==> config.mk <==
export PLATFORM = sky130hd
export DESIGN_NAME = pic24_icsp_engine_flat
export DESIGN_NICKNAME = d
export VERILOG_FILES = /design/src/rtl/pic24_icsp_engine_pkg.sv /design/src/rtl/pic24_icsp_engine_if.sv /design/src/rtl/pic24_icsp_engine_shift.sv /design/src/rtl/pic24_icsp_engine.sv /design/src/flat_wrapper.sv
export SDC_FILE = /design/constraint.sdc
export NUM_CORES = 1
export LEC_CHECK = 0
export ABC_AREA = 1
export CORE_MARGIN = 1.5
export CORE_UTILIZATION = 40
export CTS_CLUSTER_DIAMETER = 80
export DETAILED_ROUTE_END_ITERATION = 7
export MAX_ROUTING_LAYER = met4
export PLACE_DENSITY = 0.7
export SKIP_LAST_GASP = 1
export SYNTH_ARGS = -nofsm -noshare
export SYNTH_HDL_FRONTEND = slang
export SYNTH_SLANG_ARGS = --single-unit
==> constraint.sdc <==
create_clock -name clk -period 6.75 [get_ports clk]
set_clock_uncertainty 0.1 [all_clocks]
set_input_delay 1.35 -clock clk [delete_from_list [all_inputs] [get_ports clk]]
set_output_delay 1.35 -clock clk [all_outputs]
set_load 0.02 [all_outputs]
==> src/rtl/pic24_icsp_engine_pkg.sv <==
// Shared constants and state encoding for the PIC24/dsPIC ICSP engine.
package pic24_icsp_pkg;

  // 4-bit ICSP command codes, shifted out LSB first
  localparam logic [3:0]  ICSP_SIX            = 4'b0000;
  localparam logic [3:0]  ICSP_REGOUT         = 4'b0001;

  // Entry keys: standard ICSP and enhanced ICSP
  localparam logic [31:0] ICSP_ENTER_CODE     = 32'h4D434851;
  localparam logic [31:0] ENH_ICSP_ENTER_CODE = 32'h4D434850;

  // Entry sequence states come first, then IDLE and the command states
  typedef enum logic [3:0] {
    S_OFF, S_P6, S_PULSE, S_P18, S_KEY, S_P19, S_MCLR, S_PRE,
    S_IDLE, S_CMD, S_INSTR, S_IDLE8, S_P5, S_RD, S_GAP
  } icsp_state_e;

  function automatic int imax(input int a, input int b);
    return (a > b) ? a : b;
  endfunction

endpackage

==> src/rtl/pic24_icsp_engine_if.sv <==
// Command / response handshake bundle between the flash sequencer and the ICSP engine.
interface pic24_icsp_engine_if #(
  parameter int INSTR_W = 24,
  parameter int DATA_W  = 16
);
  logic               cmd_valid;
  logic               cmd_ready;
  logic               cmd_op;
  logic [INSTR_W-1:0] cmd_instr;
  logic               rsp_valid;
  logic               rsp_ready;
  logic [DATA_W-1:0]  rsp_data;

  modport master (
    output cmd_valid, cmd_op, cmd_instr, rsp_ready,
    input  cmd_ready, rsp_valid, rsp_data
  );

  modport slave (
    input  cmd_valid, cmd_op, cmd_instr, rsp_ready,
    output cmd_ready, rsp_valid, rsp_data
  );
endinterface

==> src/rtl/pic24_icsp_engine_shift.sv <==
// PGC generator and bit shifter: one bit = low half then high half, CLK_DIV clk each.
// PGD changes with the low half; the read sample is taken on the clk where PGC falls.
module icsp_shift_unit #(
  parameter int CLK_DIV = 4,
  parameter int SW      = 32,
  parameter int RXW     = 16,
  parameter int BW      = $clog2(SW + 1)
)(
  input  logic           clk,
  input  logic           rst,
  input  logic           start,
  input  logic [BW-1:0]  len,
  input  logic           msb_first,
  input  logic           dir,
  input  logic [SW-1:0]  tx,
  input  logic           pgd_in,
  output logic           pgc,
  output logic           pgd_out,
  output logic [RXW-1:0] rx_word,
  output logic           done
);
  localparam int DVW = (CLK_DIV > 1) ? $clog2(CLK_DIV) : 1;

  logic           act;
  logic           dir_q;
  logic [DVW-1:0] div;
  logic [BW-1:0]  cnt;
  logic [BW-1:0]  len_q;
  logic [SW-1:0]  sr;
  logic [SW-1:0]  rx;
  logic [SW-1:0]  tx_rev;
  logic [SW-1:0]  tx_load;
  logic           tick;

  // MSB-first words are bit-reversed on load so one LSB-first shifter serves both orders
  always_comb begin
    for (int i = 0; i < SW; i++) tx_rev[i] = tx[SW-1-i];
    tx_load = msb_first ? (tx_rev >> (SW - int'(len))) : tx;
  end

  assign tick    = act & (div == DVW'(CLK_DIV - 1));
  // done is combinational so the sequencer can chain the next field with no dead bit
  assign done    = tick & pgc & (cnt == BW'(1));
  assign pgd_out = act & dir_q & sr[0];
  // received bits enter at the top; realign so bit 0 is the first bit read
  assign rx_word = RXW'(rx >> (SW - int'(len_q)));

  // divider, half-period phase (= PGC), bit counter and shift registers
  always_ff @(posedge clk or posedge rst) begin
    if (rst) begin
      act   <= 1'b0;
      pgc   <= 1'b0;
      div   <= '0;
      cnt   <= '0;
      len_q <= '0;
      dir_q <= 1'b0;
      sr    <= '0;
      rx    <= '0;
    end else if (start) begin
      act   <= 1'b1;
      pgc   <= 1'b0;
      div   <= '0;
      cnt   <= len;
      len_q <= len;
      dir_q <= dir;
      sr    <= tx_load;
    end else if (act) begin
      if (tick) begin
        div <= '0;
        pgc <= ~pgc;
        if (pgc) begin
          sr  <= {1'b0, sr[SW-1:1]};
          rx  <= {pgd_in, rx[SW-1:1]};
          cnt <= cnt - BW'(1);
          if (cnt == BW'(1)) act <= 1'b0;
        end
      end else begin
        div <= div + DVW'(1);
      end
    end
  end

endmodule

==> src/rtl/pic24_icsp_engine.sv <==
// PIC24/dsPIC ICSP master: MCLR/key entry, then SIX and REGOUT commands from a
// valid/ready port, REGOUT data returned on a valid/ready response port.
module pic24_icsp_engine
  import pic24_icsp_pkg::*;
#(
  parameter int          CLK_DIV    = 4,
  parameter logic [31:0] ENTRY_KEY  = ICSP_ENTER_CODE,
  parameter int          INSTR_W    = 24,
  parameter int          DATA_W     = 16,
  parameter int          T_P6       = 6,
  parameter int          T_P18      = 2,
  parameter int          T_P4       = 2,
  parameter int          T_P5       = 1,
  parameter int          T_P19      = 8000,
  parameter int          T_P7       = 200000,
  parameter bit          AUTO_ENTER = 1'b1
)(
  input  logic                 clk,
  input  logic                 rst,
  input  logic                 enter,
  input  logic                 exit,
  pic24_icsp_engine_if.slave   bus,
  output logic                 in_icsp,
  output logic                 busy,
  output logic                 pgc,
  output logic                 pgd_out,
  output logic                 pgd_oe,
  input  logic                 pgd_in,
  output logic                 mclr_n
);
  localparam int SW = imax(32, imax(INSTR_W, DATA_W));
  localparam int BW = $clog2(SW + 1);
  localparam int DW = $clog2(imax(T_P7, T_P19) + 1);

  icsp_state_e        state, state_n;
  logic [DW-1:0]      dly, dly_ld;
  logic               dly_zero;
  logic               auto_pend;
  logic               op_q;
  logic [INSTR_W-1:0] instr_q;
  logic               pgd_s1, pgd_s2;
  logic               rsp_valid_q;
  logic [DATA_W-1:0]  rsp_data_q;
  logic               cmd_rdy, cmd_acc, rsp_load;

  logic               sh_start, sh_msb, sh_dir;
  logic [BW-1:0]      sh_len;
  logic [SW-1:0]      sh_tx;
  logic               sh_pgc, sh_pgd, sh_done;
  logic [DATA_W-1:0]  sh_rx;

  icsp_shift_unit #(.CLK_DIV(CLK_DIV), .SW(SW), .RXW(DATA_W), .BW(BW)) u_shift (
    .clk(clk), .rst(rst), .start(sh_start), .len(sh_len), .msb_first(sh_msb),
    .dir(sh_dir), .tx(sh_tx), .pgd_in(pgd_s2), .pgc(sh_pgc), .pgd_out(sh_pgd),
    .rx_word(sh_rx), .done(sh_done)
  );

  assign dly_zero = (dly == '0);
  // exit and enter both beat a pending command in IDLE
  assign cmd_rdy  = (state == S_IDLE) & ~rsp_valid_q & ~exit & ~enter;
  assign cmd_acc  = bus.cmd_valid & cmd_rdy;
  assign rsp_load = (state == S_GAP) & dly_zero & op_q;

  // next state and shift-unit launch for each field of the protocol
  always_comb begin
    state_n  = state;
    sh_start = 1'b0;
    sh_len   = '0;
    sh_msb   = 1'b0;
    sh_dir   = 1'b1;
    sh_tx    = '0;
    case (state)
      S_OFF:   if (enter | auto_pend) state_n = S_P6;
      S_P6:    if (dly_zero) state_n = S_PULSE;
      S_PULSE: if (dly_zero) state_n = S_P18;
      S_P18:   if (dly_zero) begin
                 state_n  = S_KEY;
                 sh_start = 1'b1;
                 sh_len   = BW'(32);
                 sh_msb   = 1'b1;
                 sh_tx    = SW'(ENTRY_KEY);
               end
      S_KEY:   if (sh_done) state_n = S_P19;
      S_P19:   if (dly_zero) state_n = S_MCLR;
      S_MCLR:  if (dly_zero) begin
                 state_n  = S_PRE;
                 sh_start = 1'b1;
                 sh_len   = BW'(9);
               end
      S_PRE:   if (sh_done) state_n = S_IDLE;
      S_IDLE:  if (exit) state_n = S_OFF;
               else if (enter) state_n = S_P6;
               else if (cmd_acc) begin
                 state_n  = S_CMD;
                 sh_start = 1'b1;
                 sh_len   = BW'(4);
                 sh_tx    = SW'(bus.cmd_op ? ICSP_REGOUT : ICSP_SIX);
               end
      S_CMD:   if (sh_done) begin
                 sh_start = 1'b1;
                 if (op_q) begin
                   state_n = S_IDLE8;
                   sh_len  = BW'(8);
                 end else begin
                   state_n = S_INSTR;
                   sh_len  = BW'(INSTR_W);
                   sh_tx   = SW'(instr_q);
                 end
               end
      S_INSTR: if (sh_done) state_n = S_GAP;
      S_IDLE8: if (sh_done) state_n = S_P5;
      S_P5:    if (dly_zero) begin
                 state_n  = S_RD;
                 sh_start = 1'b1;
                 sh_len   = BW'(DATA_W);
                 sh_dir   = 1'b0;
               end
      S_RD:    if (sh_done) state_n = S_GAP;
      S_GAP:   if (dly_zero) state_n = S_IDLE;
      default: state_n = S_OFF;
    endcase
  end

  // delay reload value for the state being entered (counts down to zero)
  always_comb begin
    dly_ld = '0;
    case (state_n)
      S_P6:    dly_ld = DW'(T_P6 - 1);
      S_PULSE: dly_ld = DW'(1);
      S_P18:   dly_ld = DW'(T_P18 - 1);
      S_P19:   dly_ld = DW'(T_P19 - 1);
      S_MCLR:  dly_ld = DW'(T_P7 - 1);
      S_P5:    dly_ld = DW'(T_P5 - 1);
      S_GAP:   dly_ld = DW'(T_P4 - 1);
      default: dly_ld = '0;
    endcase
  end

  // state register, delay counter, latched command, one-shot auto entry
  always_ff @(posedge clk or posedge rst) begin
    if (rst) begin
      state     <= S_OFF;
      dly       <= '0;
      auto_pend <= AUTO_ENTER;
      op_q      <= 1'b0;
      instr_q   <= '0;
    end else begin
      state     <= state_n;
      auto_pend <= 1'b0;
      if (state_n != state) dly <= dly_ld;
      else if (!dly_zero)   dly <= dly - DW'(1);
      if (cmd_acc) begin
        op_q    <= bus.cmd_op;
        instr_q <= bus.cmd_instr;
      end
    end
  end

  // two-flop synchroniser on the PGD pad
  always_ff @(posedge clk or posedge rst) begin
    if (rst) begin
      pgd_s1 <= 1'b0;
      pgd_s2 <= 1'b0;
    end else begin
      pgd_s1 <= pgd_in;
      pgd_s2 <= pgd_s1;
    end
  end

  // REGOUT result is published only once the full read and gap have completed
  always_ff @(posedge clk or posedge rst) begin
    if (rst) begin
      rsp_valid_q <= 1'b0;
      rsp_data_q  <= '0;
    end else if (rsp_load) begin
      rsp_valid_q <= 1'b1;
      rsp_data_q  <= sh_rx;
    end else if (rsp_valid_q & bus.rsp_ready) begin
      rsp_valid_q <= 1'b0;
    end
  end

  assign bus.cmd_ready = cmd_rdy;
  assign bus.rsp_valid = rsp_valid_q;
  assign bus.rsp_data  = rsp_data_q;

  assign mclr_n  = !(state inside {S_OFF, S_P6, S_P18, S_KEY, S_P19});
  assign pgd_oe  = !(state inside {S_P5, S_RD});
  assign pgd_out = pgd_oe & sh_pgd;
  assign pgc     = sh_pgc;
  assign in_icsp = state inside {S_IDLE, S_CMD, S_INSTR, S_IDLE8, S_P5, S_RD, S_GAP};
  assign busy    = !(state inside {S_OFF, S_IDLE});

endmodule
==> src/flat_wrapper.sv <==
// flat-port wrapper written by rule: the top's interface ports become plain ports
module pic24_icsp_engine_flat import pic24_icsp_pkg::*;
#(
  parameter int          CLK_DIV    = 4,
  parameter logic [31:0] ENTRY_KEY  = ICSP_ENTER_CODE,
  parameter int          INSTR_W    = 24,
  parameter int          DATA_W     = 16,
  parameter int          T_P6       = 6,
  parameter int          T_P18      = 2,
  parameter int          T_P4       = 2,
  parameter int          T_P5       = 1,
  parameter int          T_P19      = 8000,
  parameter int          T_P7       = 200000,
  parameter bit          AUTO_ENTER = 1'b1
)
  (clk, rst, enter, exit, in_icsp, busy, pgc, pgd_out, pgd_oe, pgd_in, mclr_n, bus_cmd_valid, bus_cmd_op, bus_cmd_instr, bus_rsp_ready, bus_cmd_ready, bus_rsp_valid, bus_rsp_data);
  pic24_icsp_engine_if #(.INSTR_W(INSTR_W), .DATA_W(DATA_W)) bus_i ();
  input  logic clk;
  input  logic rst;
  input  logic enter;
  input  logic exit;
  output logic in_icsp;
  output logic busy;
  output logic pgc;
  output logic pgd_out;
  output logic pgd_oe;
  input  logic pgd_in;
  output logic mclr_n;
  input wire logic [$bits(bus_i.cmd_valid)-1:0] bus_cmd_valid;
  input wire logic [$bits(bus_i.cmd_op)-1:0] bus_cmd_op;
  input wire logic [$bits(bus_i.cmd_instr)-1:0] bus_cmd_instr;
  input wire logic [$bits(bus_i.rsp_ready)-1:0] bus_rsp_ready;
  output wire logic [$bits(bus_i.cmd_ready)-1:0] bus_cmd_ready;
  output wire logic [$bits(bus_i.rsp_valid)-1:0] bus_rsp_valid;
  output wire logic [$bits(bus_i.rsp_data)-1:0] bus_rsp_data;
  assign bus_i.cmd_valid = bus_cmd_valid;
  assign bus_i.cmd_op = bus_cmd_op;
  assign bus_i.cmd_instr = bus_cmd_instr;
  assign bus_i.rsp_ready = bus_rsp_ready;
  assign bus_cmd_ready = bus_i.cmd_ready;
  assign bus_rsp_valid = bus_i.rsp_valid;
  assign bus_rsp_data = bus_i.rsp_data;
  pic24_icsp_engine #(.CLK_DIV(CLK_DIV), .ENTRY_KEY(ENTRY_KEY), .INSTR_W(INSTR_W), .DATA_W(DATA_W), .T_P6(T_P6), .T_P18(T_P18), .T_P4(T_P4), .T_P5(T_P5), .T_P19(T_P19), .T_P7(T_P7), .AUTO_ENTER(AUTO_ENTER)) u_core (.clk(clk), .rst(rst), .enter(enter), .exit(exit), .bus(bus_i), .in_icsp(in_icsp), .busy(busy), .pgc(pgc), .pgd_out(pgd_out), .pgd_oe(pgd_oe), .pgd_in(pgd_in), .mclr_n(mclr_n));
endmodule
**After elaboration in Yosys (flattened, before gate mapping)**

Index checks and enable logic that the tools add are counted.

- Register bits: 148
- Bits of input ports: 32
- Output and inout bits: 24
- Word-level logic and storage cells: 155

- $add $sub $neg: 5
- Equal/unequal tests: 24
- Shift operators: 2
- Mux-type cells: 69
- Bitwise gates (word level): 19
- Reductions and logical operators: 19

Operators with widths:

| cell | number |
|---|---|
| $mux 32 | 9 |
| $pmux 32 s3 | 1 |
| $pmux 18 s4 | 1 |
| $mux 4 | 17 |
| $pmux 4 s14 | 1 |
| $mux 6 | 8 |
| $mux 18 | 2 |
| $eq 4x4->1 const B | 8 |
| $shr 32x32->16 | 1 |
| $shr 32x32->32 | 1 |
| $mux 31 | 1 |
| $pmux 6 s5 | 1 |
| $eq 4x3->1 const B | 6 |
| $mux 24 | 1 |
| $mux 1 | 20 |
| $logic_not 18->1 | 1 |
| $sub 18x1->18 const B | 1 |
| $eq 4x2->1 const B | 4 |
| $sub 6x6->7 const A | 2 |
| $and 1x1->1 | 13 |
| $reduce_bool 2->1 | 6 |
| $mux 5 | 2 |
| $eq 4x1->1 const B | 2 |
| $reduce_bool 7->1 | 1 |
| 19 further kinds | 28 |

**Logic depth before layout (Yosys ltp)**

Gate-level depths: netlist of run 1.

- Depth in word-level cells: 13
- Depth in mapped cells: 18
- Mapped depth without buffers: 18

**Modules after synthesis**

From an unflattened synthesis of run 1, not the netlist that was laid out.

- Cell total of the unflattened synthesis: 1,658
- Area total of the unflattened synthesis: 10,946.7 um^2

Modules (own cells, without submodules):

| module | instances | cells an instance | area each (um^2) | sequential area each (um^2) |
|---|---|---|---|---|
| icsp_shift_unit | 1 | 1,206 | 7,283.2 | 2,026.9 |
| pic24_icsp_engine | 1 | 452 | 3,663.5 | 1,677.9 |

**Worst setup path before layout of run 1**

Ideal clock, no wire load.

- Path type: input -> output
- Start: input port enter
- End: output port bus_cmd_ready
- Arrival time: 2.060 ns
- Required time: 5.300 ns
- Path slack: 3.240 ns
- Stages: 1
- Path buffers: 0
- Cell sequence: nor4_1

- Longest elaborated chain between the ends: 2

Ends and longest elaborated chain:

| element | RTL line | source |
|---|---|---|
| start, declared | flat_wrapper.sv:20 | `input logic enter;` |
| $not 1->1 | pic24_icsp_engine.sv:60 | `assign cmd_rdy = (state == S_IDLE) & ~rsp_valid_q & ~exit & ~enter;` |
| $and 1x1->1 | pic24_icsp_engine.sv:60 |  |
| end, declared | flat_wrapper.sv:33 | `output wire logic [$bits(bus_i.cmd_ready)-1:0] bus_cmd_ready;` |

Every way passes these cells.

**Final worst setup path of run 1**

- Start: register u_core.u_shift.len_q[0]
- End: register u_core.rsp_data_q[2], in the netlist u_core.bus.rsp_data[2]

- Longest elaborated chain between the ends: 2

Ends and longest elaborated chain:

| element | RTL line | source |
|---|---|---|
| start, declared | pic24_icsp_engine_shift.sv:28 | `logic [BW-1:0] len_q;` |
| start signal, assigned | pic24_icsp_engine_shift.sv:64 | `len_q <= len;` |
| $sub 6x6->7 | pic24_icsp_engine_shift.sv:46 | `assign rx_word = RXW'(rx >> (SW - int'(len_q)));` |
| $shr 32x32->16 | pic24_icsp_engine_shift.sv:46 |  |
| end signal, assigned | pic24_icsp_engine.sv:177 | `rsp_data_q <= sh_rx;` |
| end, declared | pic24_icsp_engine.sv:43 | `logic [DATA_W-1:0] rsp_data_q;` |

Every way passes these cells.
A chain may end at the register's enable or synchronous reset.

==> results of run 1 <==
## per-stage QoR
stage	instances	area, µm²
6_report	1472	9890
5_1_grt	1472	9890
4_1_cts	1472	9890
3_5_place_dp	1440	9270
3_3_place_gp	1440	9270
2_1_floorplan	1159	8600
## final cells by class
cell class | instances | area, µm² | share of cell area, %
Tap cell | 275 | 344 | 3.48
Sequential cell | 147 | 3680 | 37.2
Clock buffer | 21 | 450 | 4.55
Clock inverter | 11 | 176 | 1.78
Multi-Input combinational cell | 860 | 4290 | 43.3
Inverter | 100 | 383 | 3.87
Timing Repair Buffer | 58 | 573 | 5.79
## path summary, 6_finish.rpt
path,startpoint,endpoint,slack [ps]
max,u_core.u_shift.len_q[0],u_core.bus.rsp_data[2],2390
min,u_core.pgd_s1,u_core.pgd_s2,250
min in group asynchronous,rst,u_core.dly[2],1420
min reg2reg,u_core.pgd_s1,u_core.pgd_s2,250
max in group asynchronous,rst,u_core.instr_q[13],4020
max reg2reg,u_core.u_shift.len_q[0],u_core.bus.rsp_data[2],2390
## report_power, final
group | leakage [nW] | internal (mW) | total [mW] | switching (mW)
logic | 2.54 | 0.0236 | 0.0581 | 0.0345
registers | 1.80 | 0.890 | 0.895 | 0.00538
clock network | 0.302 | 0.631 | 1.01 | 0.379
total | 4.64 | 1.54 | 1.96 | 0.419
## per-layer routing
| layer | share of wire (%) | track usage [%] | up-vias | routed length, µm |
|---|---|---|---|---|
| li1 | - | - | 3831 | - |
| met1 | 47 | 27.8 | 3600 | 10000 |
| met2 | 47 | 33.1 | 265 | 10000 |
| met3 | 4.9 | 3.45 | 32 | 1050 |
| met4 | 1.9 | 6.57 | 0 | 404 |
| met5 | 0 | - | - | 0 |
## critical path: stages (launching register included)
cell and delay (ps):
dfrtp_1 1050, clkinv_1 240, ha_1 1020, clkinv_1 850, o21ai_0 560, nand2_1 80
o21ai_0 130, nand2_1 80, nand2_1 70, o21ai_0 70
## registers in the layout (all words and copies together), names as in the netlist, 2 cells and up
register / cells
u_core.u_shift.len_q: 5
u_core.u_shift.cnt: 6
u_core.dly: 18
u_core.u_shift.div: 2
u_core.u_shift.rx: 32
u_core.instr_q: 24
u_core.bus.rsp_data: 16
u_core.state: 4
u_core.u_shift.sr: 32
## kinds of logic after synthesis
logic type,after synthesis
mux,12
other cells,1
flops,147
compound gates,204
fa+ha+maj,6
xor+xnor,23
simple gates,614
buf+inv,152
## placed cells by master, fill, tap and decap left out, types with 7 or more instances in the layout
cell type	count
xnor2_1	7
nand2_2	7
nand2_1	375
nand3_1	86
o21ai_1	34
o211ai_1	15
o21ai_0	89
inv_1	81
nor2_2	11
nor2_1	90
xor2_1	14
clkdlybuf4s50_1	55
a21oi_1	41
nor3_1	8
clkbuf_16	17
dfrtp_1	146
nand4_1	13
inv_2	12
==> metrics.md, run 1 <==
| Metric | Value |
|---|---|
| VDD IR max | 0.000180 V |
| Filler cells | 2,121 |
| Setup ws final | 2390 ps |
| Setup bufs post-CTS | 0 |
| Design Power | slightly below 2 mW |
| Num rows | 53 |
| Min-Delay Path Class | reg2reg |
| Crit path required time | about 7000 ps |
| Root Driver | clkbuf_16 |
| Total wire length | 21,500 µm |
| WHS | 251 ps |
| Worst r2r path cells | 9 |
| Total grt overflow | 0 |
| LEAKAGE | 4.64 nW |
| DR WL/cell | 14.6 µm |
| Cell taking the most area after synthesis | dfrtp_1 |
| Core Box Area | 21,100 µm² |
| Synth Area in Compound Gates | 13.2% |
| Post-synth top cells | 375 x nand2_1, 146 x dfrtp_1, 90 x nor2_1 |
| Unrepaired setup endpoints after global routing | false |
| PD cells | 198 nW/µm² |
| DP HPWL | 15,100 µm |
| TritonCTS clock tree | yes |
| Detailed Routing Iterations Pass 1 | 6 |
| # IOs | 56 |
| Async SR Flop Fraction | 100% |
| Mean Syn Cell Area | ~7.4 µm² |
| Crit. End Element | flop |
| DRC viols | 0 |
| Crit path launch type | flop |
| Syn Nets | 1,197 |
| Gr usage total | 21.0% |
| Main combinational cell family by area after synthesis | simple AND/OR/NAND/NOR gates |
| Number of port buffers | 55 |
| Slew HR | 28.7% |
| Min cycle time layout | between 4000 and 5000 ps |
| Pre-CTS worst setup slack | 1910 ps |
| Status | complete, no violations |
| Synth Register Bits | between 100 and 150 |
| Area Overhead vs Synth | 15.0% |
| Die Y | between 100 and 150 µm |
| Multiplexer area fraction after synthesis | 1.60% |
| Synth Area in Adders | 0.873% |
| Post-synthesis sequential area ratio | between 40% and 50% |
| Count leader, synth | nand2_1 |
| Primary FF master, synth | dfrtp_1 |
| CP Max Fanout | 40 |
| Synth Area in XOR/XNOR | 2.65% |
| Fin crit share | between 60% and 70% |
| First-pass GRT wire length | 36,400 µm |
| Fmax | 229 MHz |
| Critical path class | reg2reg |
| Clock transition at path regs | approximately 60 ps |
| Sink Count | ~150 |
| CTS Buffer Depth | 2 |
| Die Span X | 150 µm |
| YS warnings | 0 |
| Final core utilization | around 47% |
| Yosys cell types | 52 |
| Starting DRT DRC Count | around 590 |
| Antenna violations before repair | 0 |
| Final Hold Viols | 0 |
| Max-Cap Viols | 0 |
| Detail Route Antenna Nets | 0 |
| Routability cong. | about 0.95 |
| Post-synth EDFFs | 0 |
| Number of global-route vias before repair | 7,182 |
| Top cells by area, synth | dfrtp_1 42%, nand2_1 16%, o21ai_0 5.2%, nand3_1 5.0%, nor2_1 3.9% |
| Nets | 1,222 |
| Synthesized area | roughly 8600 µm² |
| Largest net degree at the start of global routing | 114 |
| Simple-gate portion of the synthesized area | 31.5% |
| Clk_lat worst skew | 430 ps |
| # hold bufs at CTS | 0 |
| Actual slew at the worst max-slew pin | 1070 ps |
| Initial Util | between 40% and 50% |
| CTS Buf Count | 17 |
| Antenna cells | 0 |
| Resized cells post-CTS | 0 |
| Hold depth | 0 |
| Arrival @ worst endpoint | 4570 ps |
| Synth top area share | 42.5% |
| Final Max Tran Viols | 0 |
| Endpoints failing setup | 0 |
| Vias per cell | 5.25 |
| Final TNS setup | 0 ps |
| Synth Instances | 1,159 |
| Die area | 22,400 µm² |
| H-tree Lvls | 4 |
| Via count | 7,728 |
| Share of post-route cells with drive strength above 1 | under 10% |
(Power assumes the default switching activity.)
==> run 2, diff against run 1 <==
- clock period: 6.75 -> 4.13 ns (I/O delays scaled with it)
==> run 2 against run 1 <==
Compared with the run above: combinational power rose by 69%; largest cell class unchanged; worst hold slack got worse by 2.2 ps; global-route usage rose by 0.13 points; non-clock buffer count rose by 13; wire length barely moved; via count fell by 0.67%; final area rose by 1.0%.
==> metrics.md, run 2 (synthesized netlist as in run 1, its figures left out) <==
| Metric | Value |
|---|---|
| Total grt overflow | 0 |
| Clk_lat worst skew | 430 ps |
| Commonest non-fill, non-tap cell in the layout | nand2_1 |
| Crit. End Element | flop |
| Combinational power share | 3.1% |
| Num rows | between 50 and 60 |
| Switching power total | 714 µW |
| Slew HR | 41.6% |
| Fin crit share | between 80% and 90% |
| Final Hold Viols | 0 |
| Initial Util | ~41% |
| DRC viols | 0 |
| Critical path class | reg2reg |
| Unrepaired setup endpoints after global routing | false |
| Flop pwr share | between 40% and 50% |
| CTS Buf Count | 17 |
| Nets | 1,235 |
| Crit path required time | 4350 ps |
| First-pass GRT wire length | ~37,000 µm |
| Design Power | roughly 3.2 mW |
| Switching part of the total | around 23% |
| Top Registers | u_core.u_shift.rx: 32 flops, u_core.u_shift.sr: 32 flops, u_core.instr_q: 24 flops |
| Antenna cells | 0 |
| Detail Route Antenna Nets | 0 |
| Share of post-route cells with drive strength above 1 | 8.93% |
| Min cycle time layout | about 3300 ps |
| # IOs | 56 |
| Min-Delay Path Class | reg2reg |
| LEAKAGE | 4.69 nW |
| Number of port buffers | 55 |
| Pre-CTS worst setup slack | ~480 ps |
| Sink Count | 147 |
| H-tree Lvls | 4 |
| Fmax | 302 MHz |
| Routability cong. | 0.965 |
| Internal | 2.45 mW |
| Actual slew at the worst max-slew pin | around 870 ps |
| Largest net degree at the start of global routing | 62 |
| Highest-count cells in the layout ignoring fill and taps | 375 x nand2_1, 146 x dfrtp_1, 90 x nor2_1 |
| Area Overhead vs Synth | 16.2% |
| Crit path launch type | flop |
| Clock share of power | between 50% and 60% |
| Endpoints failing setup | 0 |
| Status | complete, no violations |
| Clock transition at path regs | 70 ps |
| Total wire length | 21,500 µm |
| Detailed Routing Iterations Pass 1 | 5 |
| CP Max Fanout | 40 |
| Final TNS setup | 0 ps |
| Resized cells post-CTS | 0 |
| Vias per cell | 5.17 |
| Max-Cap Viols | 0 |
| TritonCTS clock tree | yes |
| VDD IR max | 0.000287 V |
| Die Span X | 150 µm |
| Via count | approximately 7,700 |
| Setup ws final | just over 800 ps |
| Die area | 22,400 µm² |
| Arrival @ worst endpoint | between 3000 and 4000 ps |
| Antenna violations before repair | 0 |
| CTS Buffer Depth | 2 |
| Root Driver | clkbuf_16 |
| Worst reg2reg setup slack | 820 ps |
| Gr usage total | 21.2% |
| DR WL/cell | 14.5 µm |
| # hold bufs at CTS | 0 |
| Core Box Area | 21,100 µm² |
| Starting DRT DRC Count | 767 |
| DP HPWL | 15,400 µm |
| Die Y | 150 µm |
| Setup bufs post-CTS | 0 |
| Number of global-route vias before repair | 7,235 |
| PD cells | 317 nW/µm² |
| Final Max Tran Viols | 0 |
-- run 2: final timing paths --
path                                         start                endpoint  cells past startpoint
setup / recovery           u_core.u_shift.len_q[0]  u_core.bus.rsp_data[2]                     12
hold / removal                       u_core.pgd_s1           u_core.pgd_s2                      0
setup reg to reg           u_core.u_shift.len_q[0]  u_core.bus.rsp_data[2]                     12
hold reg to reg                      u_core.pgd_s1           u_core.pgd_s2                      0
max in group asynchronous                      rst   u_core.u_shift.div[0]                      3
min in group asynchronous                      rst         u_core.state[0]                      2
-- run 2: per-stage QoR --
stage               hold WS (ps)  cell area, µm²  util [%]  std cells
floorplan                    231            8610         -       1159
global placement             233            9390      44.5       1453
detailed placement           235            9390      44.5       1453
CTS                          245            9990      47.4       1485
global route                 266            9990      47.4       1485
finish                       249            9990      47.4       1485
-- run 2: power by group through the flow --
stage	registers, mW	clock network, mW	logic [mW]
3_5_place_dp	1.49	0	0.101
2_1_floorplan	1.49	0	0.0503
6_report	1.46	1.61	0.0981
5_1_grt	1.46	1.70	0.113
3_3_place_gp	1.49	0	0.0990
4_1_cts	1.46	1.63	0.101
-- run 2: final cells by class --
type | instances | area (µm²)
multi-input combinational | 860 | 4290
timing repair buffer | 71 | 696
clock buffer | 18 | 429
clock inverter | 14 | 179
inverter | 100 | 382
sequential | 147 | 3680
fill | 2101 | 11100
tap | 275 | 344
-- run 2: per-layer routing --
metal / global-route usage [%] / up-vias / part of all wire [%]
met5: - / - / 0
met4: 6.13 / 0 / 1.8
met3: 3.32 / 29 / 4.2
met2: 32.6 / 198 / 46
met1: 28.9 / 3604 / 48
li1: - / 3845 / -
-- run 2: critical path, stage by stage, from the launching register on --
cell and delay [ps]:
dfrtp_1 320, buf_4 310, clkinv_1 120, buf_4 230, ha_1 300, buf_4 290
clkinv_1 590, o21ai_0 530, nand2_1 90, o21ai_0 110, nand2_1 80, nand2_1 60
o21ai_0 70
